==> src/rtl/div_pkg.sv <==
// Shared encodings for the iterative RV32M divide/remainder unit.
// Holds the op codes, the iteration count and the FSM state encoding.
package div_pkg;

    localparam int DIV_ITERS = 32;

    typedef enum logic [1:0] {
        DIV_OP_DIV  = 2'b00,
        DIV_OP_DIVU = 2'b01,
        DIV_OP_REM  = 2'b10,
        DIV_OP_REMU = 2'b11
    } div_op_e;

    typedef enum logic [1:0] {
        IDLE  = 2'b00,
        CALC  = 2'b01,
        FIXUP = 2'b10
    } div_state_e;

endpackage

==> src/rtl/div_step.sv <==
// One restoring-division iteration: shift in a dividend bit, then
// trial-subtract the divisor magnitude from the 33-bit partial remainder.
module div_step (
    input  logic [32:0] rem_i,
    input  logic        bit_i,
    input  logic [31:0] dsr_i,
    output logic [32:0] rem_o,
    output logic        q_o
);

    logic [32:0] shifted;
    logic        step_unused;

    // The stored remainder is always below the divisor, so bit 32 is zero.
    assign step_unused = rem_i[32];
    assign shifted     = {rem_i[31:0], bit_i};
    assign q_o         = (shifted >= {1'b0, dsr_i});
    assign rem_o       = q_o ? (shifted - {1'b0, dsr_i}) : shifted;

endmodule

==> src/rtl/div_iter_unit.sv <==
// Multi-cycle RV32M DIV/DIVU/REM/REMU unit, one quotient bit per cycle.
// Define DIV_EARLY_OUT_EN to skip iteration for divide-by-zero/overflow.
module div_iter_unit
    import div_pkg::*;
#(
    parameter int XLEN  = 32,
    parameter int CNT_W = 6
) (
    input  logic            clk,
    input  logic            rst,
    input  logic            start,
    input  logic [1:0]      op,
    input  logic [XLEN-1:0] dividend,
    input  logic [XLEN-1:0] divisor,
    output logic            busy,
    output logic            done,
    output logic [XLEN-1:0] result
);

    div_state_e      state_q, state_d;
    logic [CNT_W-1:0] cnt_q, cnt_d;
    logic [XLEN:0]   rem_q, rem_d;
    logic [XLEN-1:0] dvd_q, dvd_d;
    logic [XLEN-1:0] dsr_q, dsr_d;
    logic [XLEN-1:0] dsav_q, dsav_d;
    logic [XLEN-1:0] result_q, result_d;
    logic            is_rem_q, is_rem_d;
    logic            qneg_q, qneg_d;
    logic            rneg_q, rneg_d;
    logic            div0_q, div0_d;
    logic            ovf_q, ovf_d;
    logic            done_q, done_d;

    logic [XLEN:0]   step_rem;
    logic            step_q;
    logic            sgn, a_neg, b_neg, is_div0, is_ovf;
    logic [XLEN-1:0] q_fix, r_fix;

    div_step u_step (
        .rem_i (rem_q),
        .bit_i (dvd_q[XLEN-1]),
        .dsr_i (dsr_q),
        .rem_o (step_rem),
        .q_o   (step_q)
    );

    assign sgn     = ~op[0];
    assign a_neg   = sgn & dividend[XLEN-1];
    assign b_neg   = sgn & divisor[XLEN-1];
    assign is_div0 = (divisor == '0);
    assign is_ovf  = sgn && (dividend == {1'b1, {(XLEN-1){1'b0}}})
                         && (divisor == '1);

    always_comb begin
        q_fix = qneg_q ? (~dvd_q + 1'b1) : dvd_q;
        r_fix = rneg_q ? (~rem_q[XLEN-1:0] + 1'b1) : rem_q[XLEN-1:0];
        if (div0_q) begin
            q_fix = '1;
            r_fix = dsav_q;
        end else if (ovf_q) begin
            q_fix = {1'b1, {(XLEN-1){1'b0}}};
            r_fix = '0;
        end
    end

    always_comb begin
        state_d  = state_q;
        cnt_d    = cnt_q;
        rem_d    = rem_q;
        dvd_d    = dvd_q;
        dsr_d    = dsr_q;
        dsav_d   = dsav_q;
        result_d = result_q;
        is_rem_d = is_rem_q;
        qneg_d   = qneg_q;
        rneg_d   = rneg_q;
        div0_d   = div0_q;
        ovf_d    = ovf_q;
        done_d   = 1'b0;
        unique case (state_q)
            IDLE: begin
                if (start) begin
                    is_rem_d = op[1];
                    dsav_d   = dividend;
                    dvd_d    = a_neg ? (~dividend + 1'b1) : dividend;
                    dsr_d    = b_neg ? (~divisor + 1'b1) : divisor;
                    qneg_d   = a_neg ^ b_neg;
                    rneg_d   = a_neg;
                    div0_d   = is_div0;
                    ovf_d    = is_ovf;
                    rem_d    = '0;
                    cnt_d    = '0;
                    state_d  = CALC;
`ifdef DIV_EARLY_OUT_EN
                    if (is_div0 || is_ovf) state_d = FIXUP;
`endif
                end
            end
            CALC: begin
                rem_d = step_rem;
                dvd_d = {dvd_q[XLEN-2:0], step_q};
                cnt_d = cnt_q + CNT_W'(1);
                if (cnt_q == CNT_W'(DIV_ITERS - 1)) state_d = FIXUP;
            end
            FIXUP: begin
                result_d = is_rem_q ? r_fix : q_fix;
                done_d   = 1'b1;
                cnt_d    = '0;
                state_d  = IDLE;
            end
            default: state_d = IDLE;
        endcase
    end

    always_ff @(posedge clk or posedge rst) begin
        if (rst) begin
            state_q  <= IDLE;
            cnt_q    <= '0;
            rem_q    <= '0;
            dvd_q    <= '0;
            dsr_q    <= '0;
            dsav_q   <= '0;
            result_q <= '0;
            is_rem_q <= 1'b0;
            qneg_q   <= 1'b0;
            rneg_q   <= 1'b0;
            div0_q   <= 1'b0;
            ovf_q    <= 1'b0;
            done_q   <= 1'b0;
        end else begin
            state_q  <= state_d;
            cnt_q    <= cnt_d;
            rem_q    <= rem_d;
            dvd_q    <= dvd_d;
            dsr_q    <= dsr_d;
            dsav_q   <= dsav_d;
            result_q <= result_d;
            is_rem_q <= is_rem_d;
            qneg_q   <= qneg_d;
            rneg_q   <= rneg_d;
            div0_q   <= div0_d;
            ovf_q    <= ovf_d;
            done_q   <= done_d;
        end
    end

    assign busy   = (state_q != IDLE);
    assign done   = done_q;
    assign result = result_q;

endmodule
==> config.mk <==
export PLATFORM = sky130hd
export DESIGN_NAME = div_iter_unit
export DESIGN_NICKNAME = d
export VERILOG_FILES = /design/src/rtl/div_pkg.sv /design/src/rtl/div_step.sv /design/src/rtl/div_iter_unit.sv
export SDC_FILE = /design/constraint.sdc
export NUM_CORES = 1
export LEC_CHECK = 0
export ABC_AREA = 1
export CAP_MARGIN = 25
export CORE_MARGIN = 10
export CORE_UTILIZATION = 35
export DETAILED_ROUTE_END_ITERATION = 16
export PLACE_DENSITY = 0.56
export SYNTH_ARGS = -nofsm -noshare
export SYNTH_HDL_FRONTEND = slang
export SYNTH_SLANG_ARGS = --single-unit
==> constraint.sdc <==
create_clock -name clk -period 14 [get_ports clk]
set_input_delay 2.8 -clock clk [delete_from_list [all_inputs] [get_ports clk]]
set_output_delay 2.8 -clock clk [all_outputs]
set_load 0.02 [all_outputs]
* Yosys cells after proc, flatten, opt, wreduce, memory -nomap -nowiden
Index checks and enable logic that the tools add are counted.
** Storage, ports and cells
- ROM bits :: 0
- Bits in registers :: 174
- Input bits :: 69
- Output and inout bits :: 34
- RAM bits :: 0
- Memories :: 0
- Bits in latches :: 0
** Operators by class
- Multiplexer cells :: 20
- Shift-type cells :: 0
- Reduce and logical (&&, ||, !) cells :: 11
- Bitwise logic cells :: 8
- Magnitude comparators :: 1
- Equality and inequality tests :: 7
- Divide/modulo/power cells :: 0
- Multiply operators :: 0
- $add $sub $neg :: 6
** Operator list (number)
- 32-bit 2-to-1 mux :: 12
- 32-bit by 1-bit adder with 32-bit output (second input constant) :: 4
- 32-bit NOT :: 4
- 32-bit one-hot mux with 2 select lines :: 2
- 32-bit == test (second input constant) :: 2
- 33-bit by 32-bit greater-or-equal comparator with 1-bit output :: 1
- 32-bit logical NOT :: 1
- 32-bit subtractor :: 1
- 6-bit one-hot mux with 3 select lines :: 1
- 2-bit AND reduction :: 4
- 6-bit by 1-bit adder with 6-bit output (second input constant) :: 1
- 6-bit by 5-bit == test with 1-bit output (second input constant) :: 1
- 6-bit 2-to-1 mux :: 1
- 2-bit 2-to-1 mux :: 2
- 2-bit != test (second input constant) :: 2
- 2-bit one-hot mux with 2 select lines :: 1
- 2-bit nonzero test :: 2
- 3-bit nonzero test :: 1
- 1-bit AND :: 2
- 2-bit by 1-bit == test with 1-bit output (second input constant) :: 1
- 2-bit == test (second input constant) :: 1
- 1-bit logical AND :: 2
- 2-bit logical NOT :: 1
- 1-bit 2-to-1 mux :: 1
- 2 further kinds :: 2

* Logic depth before layout (Yosys ltp)
- Depth in word-level cells :: 6
- Depth in mapped cells :: 17

* Cells and area by module
A second synthesis with hierarchy kept.
** Second synthesis, totals
- Cell total of the unflattened synthesis :: 2309
- Area total of the unflattened synthesis :: 14590.2 um2
** By module, submodules not included
- div_iter_unit :: cells an instance 1635, sequential area each 4379.2 um2, times used 1, area each 11313.4 um2
- div_step :: cells an instance 674, sequential area each 0.0 um2, times used 1, area each 3276.9 um2

* Worst setup path before layout
OpenSTA, ideal clock, no wires.
- Kind :: input to register
- Start :: input port divisor[0]
- End :: register dsr_q[22]
- Slack :: 9914 ps
- Path buffers :: 0
- Arrival :: 3958 ps
- Cell stages on the path :: 11
- Library setup time :: 128 ps
- Cells stage by stage :: inv_1 ha_1 nand3_2 nor2_2 nand2_1 nor2_1 nand2_1 o21ai_1 nand2_1 nand3_1 o21ai_1
** Between the ends
- Longest elaborated chain between the ends :: 3
** Ends and longest elaborated chain
- from (decl) :: line div_iter_unit.sv:14 : input logic [XLEN-1:0] divisor,
- 32-bit NOT :: line div_iter_unit.sv:86 : dsr_d = b_neg ? (~divisor + 1'b1) : divisor;
- 32-bit by 1-bit adder with 32-bit output :: line div_iter_unit.sv:86
- 32-bit 2-to-1 mux :: line div_iter_unit.sv:86
- to (signal assigned) :: line div_iter_unit.sv:135 : dsr_q <= dsr_d;
- to (decl) :: line div_iter_unit.sv:24 : logic [XLEN-1:0] dsr_q, dsr_d;
No other way between the ends.
A chain may end at the register's enable or synchronous reset.

* Worst setup path after layout
- Start :: input port start
- End :: register dvd_q[1]
** Between the ends
- Longest elaborated chain between the ends :: 2
** Ends and longest elaborated chain
- from (decl) :: line div_iter_unit.sv:11 : input logic start,
- 2-bit != test (no line)
- 2-bit AND reduction (no line)
- to (signal assigned) :: line div_iter_unit.sv:134 : dvd_q <= dvd_d;
- to (decl) :: line div_iter_unit.sv:23 : logic [XLEN-1:0] dvd_q, dvd_d;
No other way between the ends.

==> impl_results.md <==
- Initial antenna violation count: 1
- Slew @ Worst Pin: 1.05 ns
- Fin nets: 2399
- First-pass GRT wire length: 79.6 mm
- # diodes: 0
- Layout Skew: 0.0135 ns
- Overflow after GRT: 0
- GR Util met3: 2.98%
- Post-CTS sizing: 0
- Post-CTS setup buffers: 0
- First DRT Iteration DRCs: 1479
- FP Rows: 72
- 1st-pass router iterations: 6
- GPL Wtd Cong: 0.958
- Pin count of the biggest net entering global routing: 78
- Initial Util: 35.7%
- Vias post-DR: 14800
- Final instance area: 16000 sq um
- Primary FF master, synth: dfrtp_1
- Status: finished clean
- Synth-to-Final Area Change: 15.3%
- Netlist cell types: 48
- ANT nets after route: 0
- CP Data Required Time: 14.36 ns
- Max-cap violation count: 0
- Fmax: 201 MHz
- Final hold vios: 0
- Reg area: 4350 sq um
- Final Max Tran Viols: 0
- Setup ws final: 9.03 ns
- Top-level port count: 103
- Avg Inst Size Synth: 6.24 sq um
- Crit path launch type: input port
- DRC: 0
- Tmin final: 4.97 ns
- Post-synth net total: 2338
- Sequential-to-total area share from yosys stat: 31.3%
- Number of global-route vias before repair: 13900
- Worst hold slack: 0.484 ns
- Routed WL: 51.0 mm
- Flops & latches, synth: 174
- Placed Area: 15400 sq um
- EDFF count, synth: 0
- Longest Clk Path Bufs: 2
- Critical path endpoint category: register
- Most common cell after layout, fill and taps aside: nand2_1
- FF-to-FF Start: rem_q[19]
- Post-DR wirelength/cell: 18.1 um
- Worst Setup SP: start
- Synth Instances: 2230
- GR Util met2: 32.4%
- Post-Syn Area: 13900 sq um
- Dominant cells by area after synthesis: dfrtp_1 (31%), nand2_1 (19%), nand3_1 (9.2%)
- Clk Latency, worst-skew pair: 0.45 ns
- Maximum vdd ir drop: 91.3 uV
- CP Class: in2reg
- Port bufs: 102
- Fin crit share: 35.5%
- Total clock sinks: 174
- Leak Pwr: 8.16 nW
- Max H-tree Level: 4
- DP HPWL: 40.2 mm
- Setup TNS: 0 ns
- Final count of negative-setup-slack endpoints: 0
- Ratio of cells with drive above 1 in the final layout: 4.30%
- CTS tree: built
- Hold_sp: dsav_q[22]
- RSZ-0062 raised after global routing: false
- Synth async-reset ratio: 100%
- Gr usage total: 21.1%
- Met1 track utilization from global routing: 30.7%
- Cts bufs inserted: 17
- Grt peak-use layer: met2
- Die W: 219 um
- Power per standard cell area: 265 nW/um^2
- Area leader, netlist: dfrtp_1
- Worst-path clk slew: 0.07 ns
- CTS hold repair buffers: 0
- Root buffer cell: clkbuf_16
- Worst-path maximum fanout: 68
- WP data arrival: 5.33 ns
- Area of the multi-input gates: 8120 sq um
- Die Ht: 219 um
- Core area: 39000 sq um
- Area fraction of the dominant cell type after synthesis: 31.3%
- Die footprint: 48100 sq um
- Place WS: 8.59 ns
- YS warnings: 0
- Slew HR: 30.3%
- Worst min path class: reg2reg
- Most frequent cells in the layout: nand2_1 (702), inv_1 (290), nand3_1 (257), nor2_1 (207), dfrtp_1 (174)
- Vias per inst: 5.24
- Fill count: 4252
## critical path, stage by stage
cell and delay, ns:
clkdlybuf4s50_1 0.46, nand2_4 0.28, inv_2 0.04, buf_4 0.35, nor2_4 0.15, buf_4 0.52, inv_1 0.40, o221ai_1 0.25
## path summary, 6_finish.rpt
path | end | slack, ns | cells past startpoint
max | dvd_q[1] | 9.03 | 8
min | dsav_q[22] | 0.48 | 2
max reg2reg | rem_q[29] | 10.80 | 13
min reg2reg | dsav_q[22] | 0.48 | 2
max in group asynchronous | dsav_q[15] | 9.30 | 4
min in group asynchronous | result[26] | 2.79 | 2
## metrics by stage
stage,instances,util (%),total power [mW]
finish,2822,41.1,4.25
CTS,2821,41.1,4.24
detailed placement,2789,39.5,3.71
floorplan,2230,-,2.87
global route,2822,41.1,4.66
global placement,2789,39.5,3.67
## flip-flops by register name, summed over array words and instances (netlist names), 2 cells and up
signal and flops:
state_q 2, cnt_q 6, rem_q 32, dvd_q 32, dsr_q 32, dsav_q 32
result 32
## Yosys cell counts (3+ instances only)
cell,n
a22oi_1,30
nor2_1,210
nand4_1,41
clkinv_1,3
buf_6,3
inv_1,292
and2_1,3
inv_2,4
o221ai_1,3
o21ai_1,21
nor2_2,17
o22ai_1,6
nand3_1,257
nand3_2,4
nand3b_1,7
nor3_1,23
xor2_1,31
o21bai_1,4
buf_2,18
ha_1,38
or2_2,4
nor4_1,4
xnor2_1,16
dfrtp_1,174
nand2_1,703
o21ai_0,128
nand2_2,7
a21oi_1,86
nor2_4,3
clkbuf_1,50
o211ai_1,8
buf_1,4
o31ai_1,6
## area by class of cell
| class | instances | share of cell area [%] |
|---|---|---|
| repair buffers | 119 | 7.28 |
| clock buffers | 17 | 2.65 |
| inverters | 299 | 7.02 |
| well taps | 518 | 4.04 |
| flip-flops and latches | 174 | 27.1 |
| multi-input cells | 1680 | 50.6 |
| clock inverters | 15 | 1.26 |
## cell families after synthesis
family,share of synthesized area [%]
xor gates and xnor gates,2.96
and+or+nand+nor,39.4
DFF,31.3
AOI/OAI and AO/OA,12.2
adders and majority gates,3.56
buffers and inverters,10.5
## metal layers
metal / wire length (um) / vias to the layer above
li1: - / 7321
met1: 24800 / 6923
met2: 22500 / 502
met3: 2940 / 38
met4: 732 / 0
met5: 0 / -
## power by group
group          total, mW  leakage [nW]  switching, mW  internal (mW)
registers           1.04          2.16          0.287          0.753
clock network      0.521         0.298          0.233          0.288
logic               2.69          5.71           1.76          0.934
No activity file was read; power rests on OpenSTA's default activity.
